### src/rtl/button_evt_pkg.sv
// Shared types and the round-robin grant search for the button event arbiter.
// The search is combinational and sized for up to 16 requesters.
package button_evt_pkg;

  typedef enum logic [1:0] {IDLE, PRESENT, HOLD} evt_state_t;

  localparam int unsigned RR_MAX_N = 16;
  localparam int unsigned RR_IDX_W = 4;

  // First set bit of req[n-1:0] searching upward from last+1 with wrap; returns last if none.
  function automatic logic [RR_IDX_W-1:0] rr_next_grant(
    input logic [RR_MAX_N-1:0] req,
    input logic [RR_IDX_W-1:0] last,
    input int unsigned         n
  );
    logic [RR_IDX_W-1:0] pick;
    logic                hit;
    logic [RR_IDX_W:0]   sum;
    pick = last;
    hit  = 1'b0;
    for (int unsigned off = 1; off <= RR_MAX_N; off++) begin
      if (off <= n) begin
        // last < n and off <= n, so one subtraction is enough to wrap
        sum = {1'b0, last} + (RR_IDX_W+1)'(off);
        if (32'(sum) >= n) begin
          sum = sum - (RR_IDX_W+1)'(n);
        end
        if (!hit && req[sum[RR_IDX_W-1:0]]) begin
          pick = sum[RR_IDX_W-1:0];
          hit  = 1'b1;
        end
      end
    end
    return pick;
  endfunction

endpackage

### src/rtl/button_event_arbiter_if.sv
// Event handshake between the arbiter (master) and its consumer (slave).
// evt_valid/evt_id stay stable until the consumer raises evt_ready.
interface button_event_arbiter_if #(
  parameter int N_BTN = 4
);
  localparam int ID_W = $clog2(N_BTN);

  logic            evt_valid;
  logic            evt_ready;
  logic [ID_W-1:0] evt_id;

  modport master (output evt_valid, output evt_id, input evt_ready);
  modport slave  (input evt_valid, input evt_id, output evt_ready);
endinterface

### src/rtl/single_posedge_detector.sv
// Rising-edge detector: pulse is high for one cycle after level is first sampled high.
// Latency: pulse is combinational from two flops, one cycle after the sample; no backpressure.
module single_posedge_detector (
  input  logic clk,
  input  logic reset,
  input  logic level,
  output logic pulse
);
  logic cur_q;
  logic prev_q;

  always_ff @(posedge clk) begin
    if (reset) begin
      cur_q  <= 1'b0;
      prev_q <= 1'b0;
    end else begin
      cur_q  <= level;
      prev_q <= cur_q;
    end
  end

  assign pulse = cur_q & ~prev_q;
endmodule

### src/rtl/button_event_arbiter.sv
// Queues one event per button rising edge and serialises them round-robin to one consumer.
// Latency: evt_valid two cycles after first high sample; backpressure: holds event until evt_ready.
module button_event_arbiter
  import button_evt_pkg::*;
#(
  parameter int N_BTN          = 4,
  parameter int HOLDOFF_CYCLES = 0
) (
  input  logic                          clk,
  input  logic                          reset,
  input  logic [N_BTN-1:0]              btn_in,
  button_event_arbiter_if.master        evt,
  output logic [N_BTN-1:0]              pending,
  output logic                          overrun
);
  localparam int ID_W  = $clog2(N_BTN);
  localparam int CNT_W = (HOLDOFF_CYCLES > 0) ? $clog2(HOLDOFF_CYCLES + 1) : 1;
  localparam logic [CNT_W-1:0] CNT_LOAD =
    (HOLDOFF_CYCLES > 0) ? CNT_W'(HOLDOFF_CYCLES - 1) : CNT_W'(0);
  localparam logic [ID_W-1:0] LAST_RST = ID_W'(N_BTN - 1);

  evt_state_t        state_q, state_d;
  logic [ID_W-1:0]   id_q, id_d;
  logic [ID_W-1:0]   last_q, last_d;
  logic [ID_W-1:0]   pick;
  logic [CNT_W-1:0]  cnt_q, cnt_d;
  logic [N_BTN-1:0]  btn_edge;
  logic [N_BTN-1:0]  pend_q, pend_d;
  logic [N_BTN-1:0]  grant_oh;
  logic              ovr_q, ovr_d;

  for (genvar i = 0; i < N_BTN; i++) begin : g_edge
    single_posedge_detector u_det (
      .clk   (clk),
      .reset (reset),
      .level (btn_in[i]),
      .pulse (btn_edge[i])
    );
  end

  assign pick = ID_W'(rr_next_grant(RR_MAX_N'(pend_q), RR_IDX_W'(last_q), N_BTN));

  always_comb begin
    state_d  = state_q;
    id_d     = id_q;
    last_d   = last_q;
    cnt_d    = cnt_q;
    grant_oh = '0;
    case (state_q)
      IDLE: begin
        if (|pend_q) begin
          grant_oh = {{(N_BTN-1){1'b0}}, 1'b1} << pick;
          id_d     = pick;
          last_d   = pick;
          state_d  = PRESENT;
        end
      end
      PRESENT: begin
        if (evt.evt_ready) begin
          if (HOLDOFF_CYCLES > 0) begin
            state_d = HOLD;
            cnt_d   = CNT_LOAD;
          end else begin
            state_d = IDLE;
          end
        end
      end
      HOLD: begin
        if (cnt_q == '0) begin
          state_d = IDLE;
        end else begin
          cnt_d = cnt_q - CNT_W'(1);
        end
      end
      default: state_d = IDLE;
    endcase
    // A new edge on the input being granted re-queues it rather than overrunning
    pend_d = (pend_q & ~grant_oh) | btn_edge;
    ovr_d  = |(btn_edge & pend_q & ~grant_oh);
  end

  always_ff @(posedge clk) begin
    if (reset) begin
      state_q <= IDLE;
      id_q    <= '0;
      last_q  <= LAST_RST;
      cnt_q   <= '0;
      pend_q  <= '0;
      ovr_q   <= 1'b0;
    end else begin
      state_q <= state_d;
      id_q    <= id_d;
      last_q  <= last_d;
      cnt_q   <= cnt_d;
      pend_q  <= pend_d;
      ovr_q   <= ovr_d;
    end
  end

  assign evt.evt_valid = (state_q == PRESENT);
  assign evt.evt_id    = id_q;
  assign pending       = pend_q;
  assign overrun       = ovr_q;
endmodule
### src/flat_wrapper.sv
// flat-port wrapper written by rule: the top's interface ports become plain ports
module button_event_arbiter_flat import button_evt_pkg::*;
#(
  parameter int N_BTN          = 4,
  parameter int HOLDOFF_CYCLES = 0
)
  (clk, reset, btn_in, pending, overrun, evt_evt_valid, evt_evt_id, evt_evt_ready);
  button_event_arbiter_if #(.N_BTN(N_BTN)) evt_i ();
  input  logic clk;
  input  logic reset;
  input  logic [N_BTN-1:0] btn_in;
  output logic [N_BTN-1:0] pending;
  output logic overrun;
  output wire logic [$bits(evt_i.evt_valid)-1:0] evt_evt_valid;
  output wire logic [$bits(evt_i.evt_id)-1:0] evt_evt_id;
  input wire logic [$bits(evt_i.evt_ready)-1:0] evt_evt_ready;
  assign evt_evt_valid = evt_i.evt_valid;
  assign evt_evt_id = evt_i.evt_id;
  assign evt_i.evt_ready = evt_evt_ready;
  button_event_arbiter #(.N_BTN(N_BTN), .HOLDOFF_CYCLES(HOLDOFF_CYCLES)) u_core (.clk(clk), .reset(reset), .btn_in(btn_in), .evt(evt_i), .pending(pending), .overrun(overrun));
endmodule
### config.mk
export PLATFORM = sky130hd
export DESIGN_NAME = button_event_arbiter_flat
export DESIGN_NICKNAME = d
export VERILOG_FILES = /design/src/rtl/button_evt_pkg.sv /design/src/rtl/button_event_arbiter_if.sv /design/src/rtl/single_posedge_detector.sv /design/src/rtl/button_event_arbiter.sv /design/src/flat_wrapper.sv
export SDC_FILE = /design/constraint.sdc
export NUM_CORES = 1
export LEC_CHECK = 0
export ABC_AREA = 1
export CAP_MARGIN = 10
export CORE_MARGIN = 1.5
export CORE_UTILIZATION = 35
export DETAILED_ROUTE_END_ITERATION = 8
export GPL_TIMING_DRIVEN = 0
export HOLD_SLACK_MARGIN = 0.03
export SYNTH_ARGS = -nofsm -noshare
export SYNTH_HDL_FRONTEND = slang
export SYNTH_HIERARCHICAL = 1
export SYNTH_SLANG_ARGS = --single-unit
### constraint.sdc
create_clock -name clk -period 4.15 [get_ports clk]
set_input_delay 0.415 -clock clk [delete_from_list [all_inputs] [get_ports clk]]
set_output_delay 0.415 -clock clk [all_outputs]
set_load 0.005 [all_outputs]
==> results of run 1 <==
## cell usage in the layout, fill, tap and decap left out, types with 3 or more instances in the layout
master           count
ha_1                 5
clkbuf_4             3
a21oi_1              7
nand2_1             29
dfxtp_1             18
nand2_2              3
clkdlybuf4s50_1     14
nor2_1              20
o21ai_0              4
inv_1               28
nand3_1             10
## metal layers
metal / vias to the layer above / wire (um) / track usage [%]
li1: 461 / - / -
met1: 391 / 790 / 14.8
met2: 20 / 868 / 24.0
met3: 4 / 77 / 1.64
met4: 0 / 42 / 10.0
met5: - / 0 / 0
## layout make-up
| cell class | instances | area share (%) |
|---|---|---|
| plain buffers | 1 | 0.880 |
| clock buffers | 3 | 1.98 |
| inverters | 29 | 9.57 |
| multi-input cells | 90 | 40.3 |
| flip-flops and latches | 18 | 31.7 |
| well taps | 30 | 3.30 |
| repair buffers | 14 | 12.3 |
## worst min-delay path, cell delays in order, from the launching register on
cell	delay, ns
dfxtp_1	0.31
inv_1	0.06
nor2_1	0.04
## registers in the layout (all words and copies together), names as in the netlist
signal,count
u_core/overrun,1
u_core/evt.evt_id,2
u_core/g_edge.u_det/cur_q,4
u_core/state_q,1
u_core/pending,4
u_core/last_q,2
u_core/g_edge.u_det/prev_q,4
## cell families after synthesis
family / share of synthesized area (%)
AOI/OAI and AO/OA: 9.08
adders and majority gates: 6.68
buffers and inverters: 12.7
DFF: 38.5
and+or+nand+nor: 33.1
## worst paths after layout
| check | end | cells after the start | from | slack [ns] |
|---|---|---|---|---|
| worst max-delay path | u_core/overrun$_SDFF_PP0_ | 14 | u_core/last_q[0]$_SDFFE_PP1P_ | 1.83 |
| worst min-delay path | u_core/g_edge[3].u_det/prev_q$_SDFF_PP0_ | 2 | u_core/g_edge[3].u_det/cur_q$_SDFF_PP0_ | 0.43 |
| worst max register to register | u_core/overrun$_SDFF_PP0_ | 14 | u_core/last_q[0]$_SDFFE_PP1P_ | 1.83 |
| worst min register to register | u_core/g_edge[3].u_det/prev_q$_SDFF_PP0_ | 2 | u_core/g_edge[3].u_det/cur_q$_SDFF_PP0_ | 0.43 |
## power by group through the flow
stage / Combinational (mW) / Clock [mW] / Sequential (mW)
2_1_floorplan: 0.348 / 0 / 0.241
3_5_place_dp: 0.466 / 0 / 0.249
5_1_grt: 0.531 / 0.0926 / 0.250
3_3_place_gp: 0.459 / 0 / 0.247
6_report: 0.470 / 0.0838 / 0.243
4_1_cts: 0.469 / 0.0870 / 0.244
==> results.json, run 1 <==
{
  "status": "complete, no violations",
  "swShare_pct": 48.4,
  "holdCritPathClass": "flop to flop",
  "gr-total-overflow": 0,
  "cp_slowest_cell": "dfxtp_1",
  "synth_top_flop_cell": "dfxtp_1",
  "end_kind": "flop",
  "place_area_sq_um": 1110,
  "n_antenna_cell": 0,
  "worst-path-buf-inv": 3,
  "row_count": 18,
  "htree_levels": 1,
  "yosysTopAreaCellShare_pct": 38.5,
  "ys_seq_elements": 18,
  "fin_area_sq_um": 1140,
  "slew_headroom_pct": 73.8,
  "portBuffers": 14,
  "rsz0062_at_grt": "false",
  "drt-initial-drc-count": 20,
  "syn_to_final_growth_pct": 21.4,
  "worst_ep_required_time_ns": 4.34,
  "clock_latency_ns": 0.29,
  "arrival_ns": 2.51,
  "slew_violations": 0,
  "die_w_um": 54.7,
  "synth_area_leaders": "dfxtp_1, nand2_1, inv_1",
  "wl_mm": 1.78,
  "final.setup.worst_slack_ns": 1.83,
  "pin_count": 15,
  "syn_area_sq_um": 937,
  "crit_type": "flop to flop",
  "dp_hpwl_mm": 1.40,
  "place_congestion": 0.744,
  "power_frac_clock_pct": 10.5,
  "ctsHoldBuffers": 0,
  "ant_nets": 0,
  "power_uw": 797,
  "synth-edff-count": 0,
  "yosysMostFrequentCell": "nand2_1",
  "p_comb_share_pct": 58.9,
  "slowest_delay_ns": 0.52,
  "max_freq_mhz": 431,
  "seqPwrFrac_pct": 30.5,
  "fillCellCount": 268,
  "nets": 169,
  "fin_skew_ns": 0.00333,
  "synthTopCellsByCount": "nand2_1, inv_1, nor2_1",
  "yosys_warnings": 6,
  "crit_path_start_kind": "flop",
  "grt_max_degree": 10,
  "clock_path_buffers": 2,
  "fp.dieH_um": 54.7,
  "drc": 0,
  "avgSynthCellArea_sq_um": 6.79,
  "grt_usage_pct": 13.6,
  "period_share_pct": 55.9,
  "clk_pin_slew_ns": 0.09,
  "power_switching_uw": 386,
  "grt_pass1_vias": 717,
  "seq_area_frac_synth_pct": 38.5,
  "seqCellArea_sq_um": 360,
  "route.vias.total": 876,
  "instances_no_fill": 185,
  "antenna_found_initial": 0,
  "ys_types": 18,
  "setup_viol": 0,
  "path_max_fanout": 9,
  "p_int_uw": 411,
  "grt_pass1_wl_mm": 2.82,
  "cts_tree": "yes",
  "numClockSinks": 18,
  "initial_core_util_pct": 37.5,
  "drive_above_1_share_pct": 8.39,
  "finalSetupTns_ns": 0,
  "coreArea_sq_um": 2500,
  "ys_async_sr_fraction_pct": 0,
  "p_per_area_nw_per_um2": 701,
  "finalCriticalPeriod_ns": 2.32,
  "clock-root-buffer": "clkbuf_4",
  "cts_resized": 0,
  "first_pass_iters": 4,
  "dp_slack_ns": 1.83,
  "hold_slack_ns": 0.435,
  "cellLeakagePower_nw": 0.587,
  "yosysTopAreaCell": "dfxtp_1",
  "multi_input_area_sq_um": 458,
  "via_per_inst": 4.74,
  "wl_per_cell_um": 9.61,
  "crit_family": "simple AND/OR/NAND/NOR gates",
  "cts_buffers": 3,
  "drv_cap": 0,
  "die_area_sq_um": 3000,
  "final_core_util_pct": 45.5,
  "peakVddDrop_v": 0.000367,
  "hold_violations": 0,
  "syn_inst": 138,
  "dp_cells": 182,
  "crit_chain": "inv_2, ha_1, inv_1, nand3_1, inv_1, nor2_1, nor2_2, nand3_1, nand2_1, nand3_1, nand2_1, nand2_1, nor2_1, nor2_1",
  "syn-num-nets": 150,
  "cts_setup_buffers": 0,
  "worst_slew_pin_slew_ns": 0.392
}
Power figures use the tool's default switching activity.
==> inputs of run 2 (changes only) <==
clock period = 2.3 ns   (was 4.15 ns; I/O delays follow)
==> results.json, run 2 (synthesis gave the netlist of run 1 again) <==
{
  "status": "complete, no violations",
  "dr_wl_met2_um": 857,
  "clock_latency_ns": 0.29,
  "mostFrequentLayoutCells": "nand2_1, inv_1, nor2_1, dfxtp_1, clkdlybuf4s50_1",
  "cts_tree": "yes",
  "crit_type": "flop to flop",
  "p_per_area_nw_per_um2": 1270,
  "htree_levels": 1,
  "grt_pass1_wl_mm": 2.82,
  "n_antenna_cell": 0,
  "place_congestion": 0.744,
  "min_from": "u_core/g_edge[3].u_det/cur_q$_SDFF_PP0_",
  "numClockSinks": 18,
  "path_max_fanout": 9,
  "fin_area_sq_um": 1140,
  "die_w_um": 54.7,
  "clk_pin_slew_ns": 0.09,
  "rsz0062_at_grt": "false",
  "worst_ep_required_time_ns": 2.49,
  "power_mw": 1.45,
  "grt_max_degree": 10,
  "slew_violations": 0,
  "r2r_slack_ns": 0.20,
  "r2r_end": "u_core/overrun$_SDFF_PP0_",
  "wl_per_cell_um": 9.58,
  "worst_slew_pin_slew_ns": 0.394,
  "final_common_cell": "nand2_1",
  "clock-root-buffer": "clkbuf_4",
  "grt_usage_pct": 13.6,
  "row_count": 18,
  "routed.top_layer": "met4",
  "route.vias.total": 877,
  "syn_to_final_growth_pct": 22.2,
  "antenna_found_initial": 0,
  "arrival_ns": 2.29,
  "first_pass_iters": 4,
  "initial_core_util_pct": 37.5,
  "cts_buffers": 3,
  "drc": 0,
  "hold_violations": 0,
  "regToRegStartpoint": "u_core/last_q[0]$_SDFFE_PP1P_",
  "coreArea_sq_um": 2500,
  "grt_pass1_vias": 717,
  "finalCriticalPeriod_ns": 2.10,
  "place_area_sq_um": 1110,
  "ant_nets": 0,
  "drv_cap": 0,
  "cellLeakagePower_nw": 0.584,
  "max_freq_mhz": 476,
  "r2r.worst_path.cells": 13,
  "setup_viol": 0,
  "holdCritPathClass": "flop to flop",
  "peakVddDrop_v": 0.000681,
  "fillCellCount": 267,
  "clock_path_buffers": 2,
  "final_core_util_pct": 45.8,
  "fp.dieH_um": 54.7,
  "via_per_inst": 4.74,
  "met1_length_um": 814,
  "fin_skew_ns": 0.00327,
  "slew_headroom_pct": 73.6,
  "crit_path_start_kind": "flop",
  "wl_met3_um": 58,
  "cts_setup_buffers": 0,
  "min_to": "u_core/g_edge[3].u_det/prev_q$_SDFF_PP0_",
  "period_share_pct": 91.4,
  "drt-initial-drc-count": 21,
  "end_kind": "flop",
  "pin_count": 15,
  "dp_hpwl_mm": 1.40,
  "nets": 169,
  "drive_above_1_share_pct": 10.3,
  "gr-total-overflow": 0,
  "die_area_sq_um": 3000,
  "holdPathStages": 2,
  "portBuffers": 14,
  "wl_mm": 1.77,
  "ctsHoldBuffers": 0
}
run 2: cell count changes in the layout (fill, tap and decap cells not counted):
cell | previous run | this run
ha_1 | 5 | 4
dfxtp_4 | 0 | 1
ha_2 | 0 | 1
dfxtp_1 | 18 | 16
dfxtp_2 | 0 | 1
run 2: report_power, final:
group / switching (mW) / internal (mW) / total, mW
clock: 0.0902 / 0.0610 / 0.151
sequential: 0.0673 / 0.379 / 0.447
combinational: 0.541 / 0.315 / 0.856
run 2: routing by layer:
metal  GRT usage (%)  up-vias
met5               0        -
met4            10.0        0
met3            1.64        4
met2            24.0       17
met1            14.8      396
li1                -      460
run 2: layout make-up:
class,count,area [sq um],share of cell area (%)
multi-input cells,90,460,40.2
flip-flops and latches,18,365,31.9
repair buffers,14,140,12.2
well taps,30,37.5,3.28
plain buffers,1,10.0,0.874
inverters,29,109,9.51
clock buffers,3,22.5,1.97
run 2: worst max-delay path by stage:
stage / startpoint / endpoint / cells after the start
floorplan: u_core/last_q[0]$_SDFFE_PP1P_ / u_core/overrun$_SDFF_PP0_ / 15
global placement: u_core/last_q[0]$_SDFFE_PP1P_ / u_core/overrun$_SDFF_PP0_ / 15
detailed placement: u_core/last_q[0]$_SDFFE_PP1P_ / u_core/overrun$_SDFF_PP0_ / 15
CTS: u_core/last_q[0]$_SDFFE_PP1P_ / u_core/overrun$_SDFF_PP0_ / 13
global route: u_core/last_q[0]$_SDFFE_PP1P_ / u_core/overrun$_SDFF_PP0_ / 15
finish: u_core/last_q[0]$_SDFFE_PP1P_ / u_core/overrun$_SDFF_PP0_ / 13
run 2: stage by stage:
step | setup slack, ns | hold slack, ns | instances | TNS, ns
global placement | 0.0154 | 0.417 | 182 | 0
CTS | 0.117 | 0.436 | 185 | 0
finish | 0.198 | 0.435 | 185 | 0
global route | 0.0162 | 0.453 | 185 | 0
floorplan | 0.346 | 0.301 | 138 | 0
detailed placement | -0.0161 | 0.423 | 182 | -0.0161
run 2: worst max-delay path, stage by stage, from the launching register on:
cell and delay (ns):
dfxtp_4 0.41, inv_2 0.11, ha_2 0.39, inv_1 0.07
nand3_1 0.14, nand3_2 0.12, a21oi_1 0.15, nand2_1 0.08
nand2_1 0.12, nand3_1 0.11, nand2_1 0.08, nand2_1 0.05
nor2_1 0.11, nor2_1 0.05
run 2: repair_timing:
item,CTS,global route
gates resized for setup,1,3
setup endpoints to repair,1,1
gates cloned,0,0
endpoints found under the hold margin,0,0
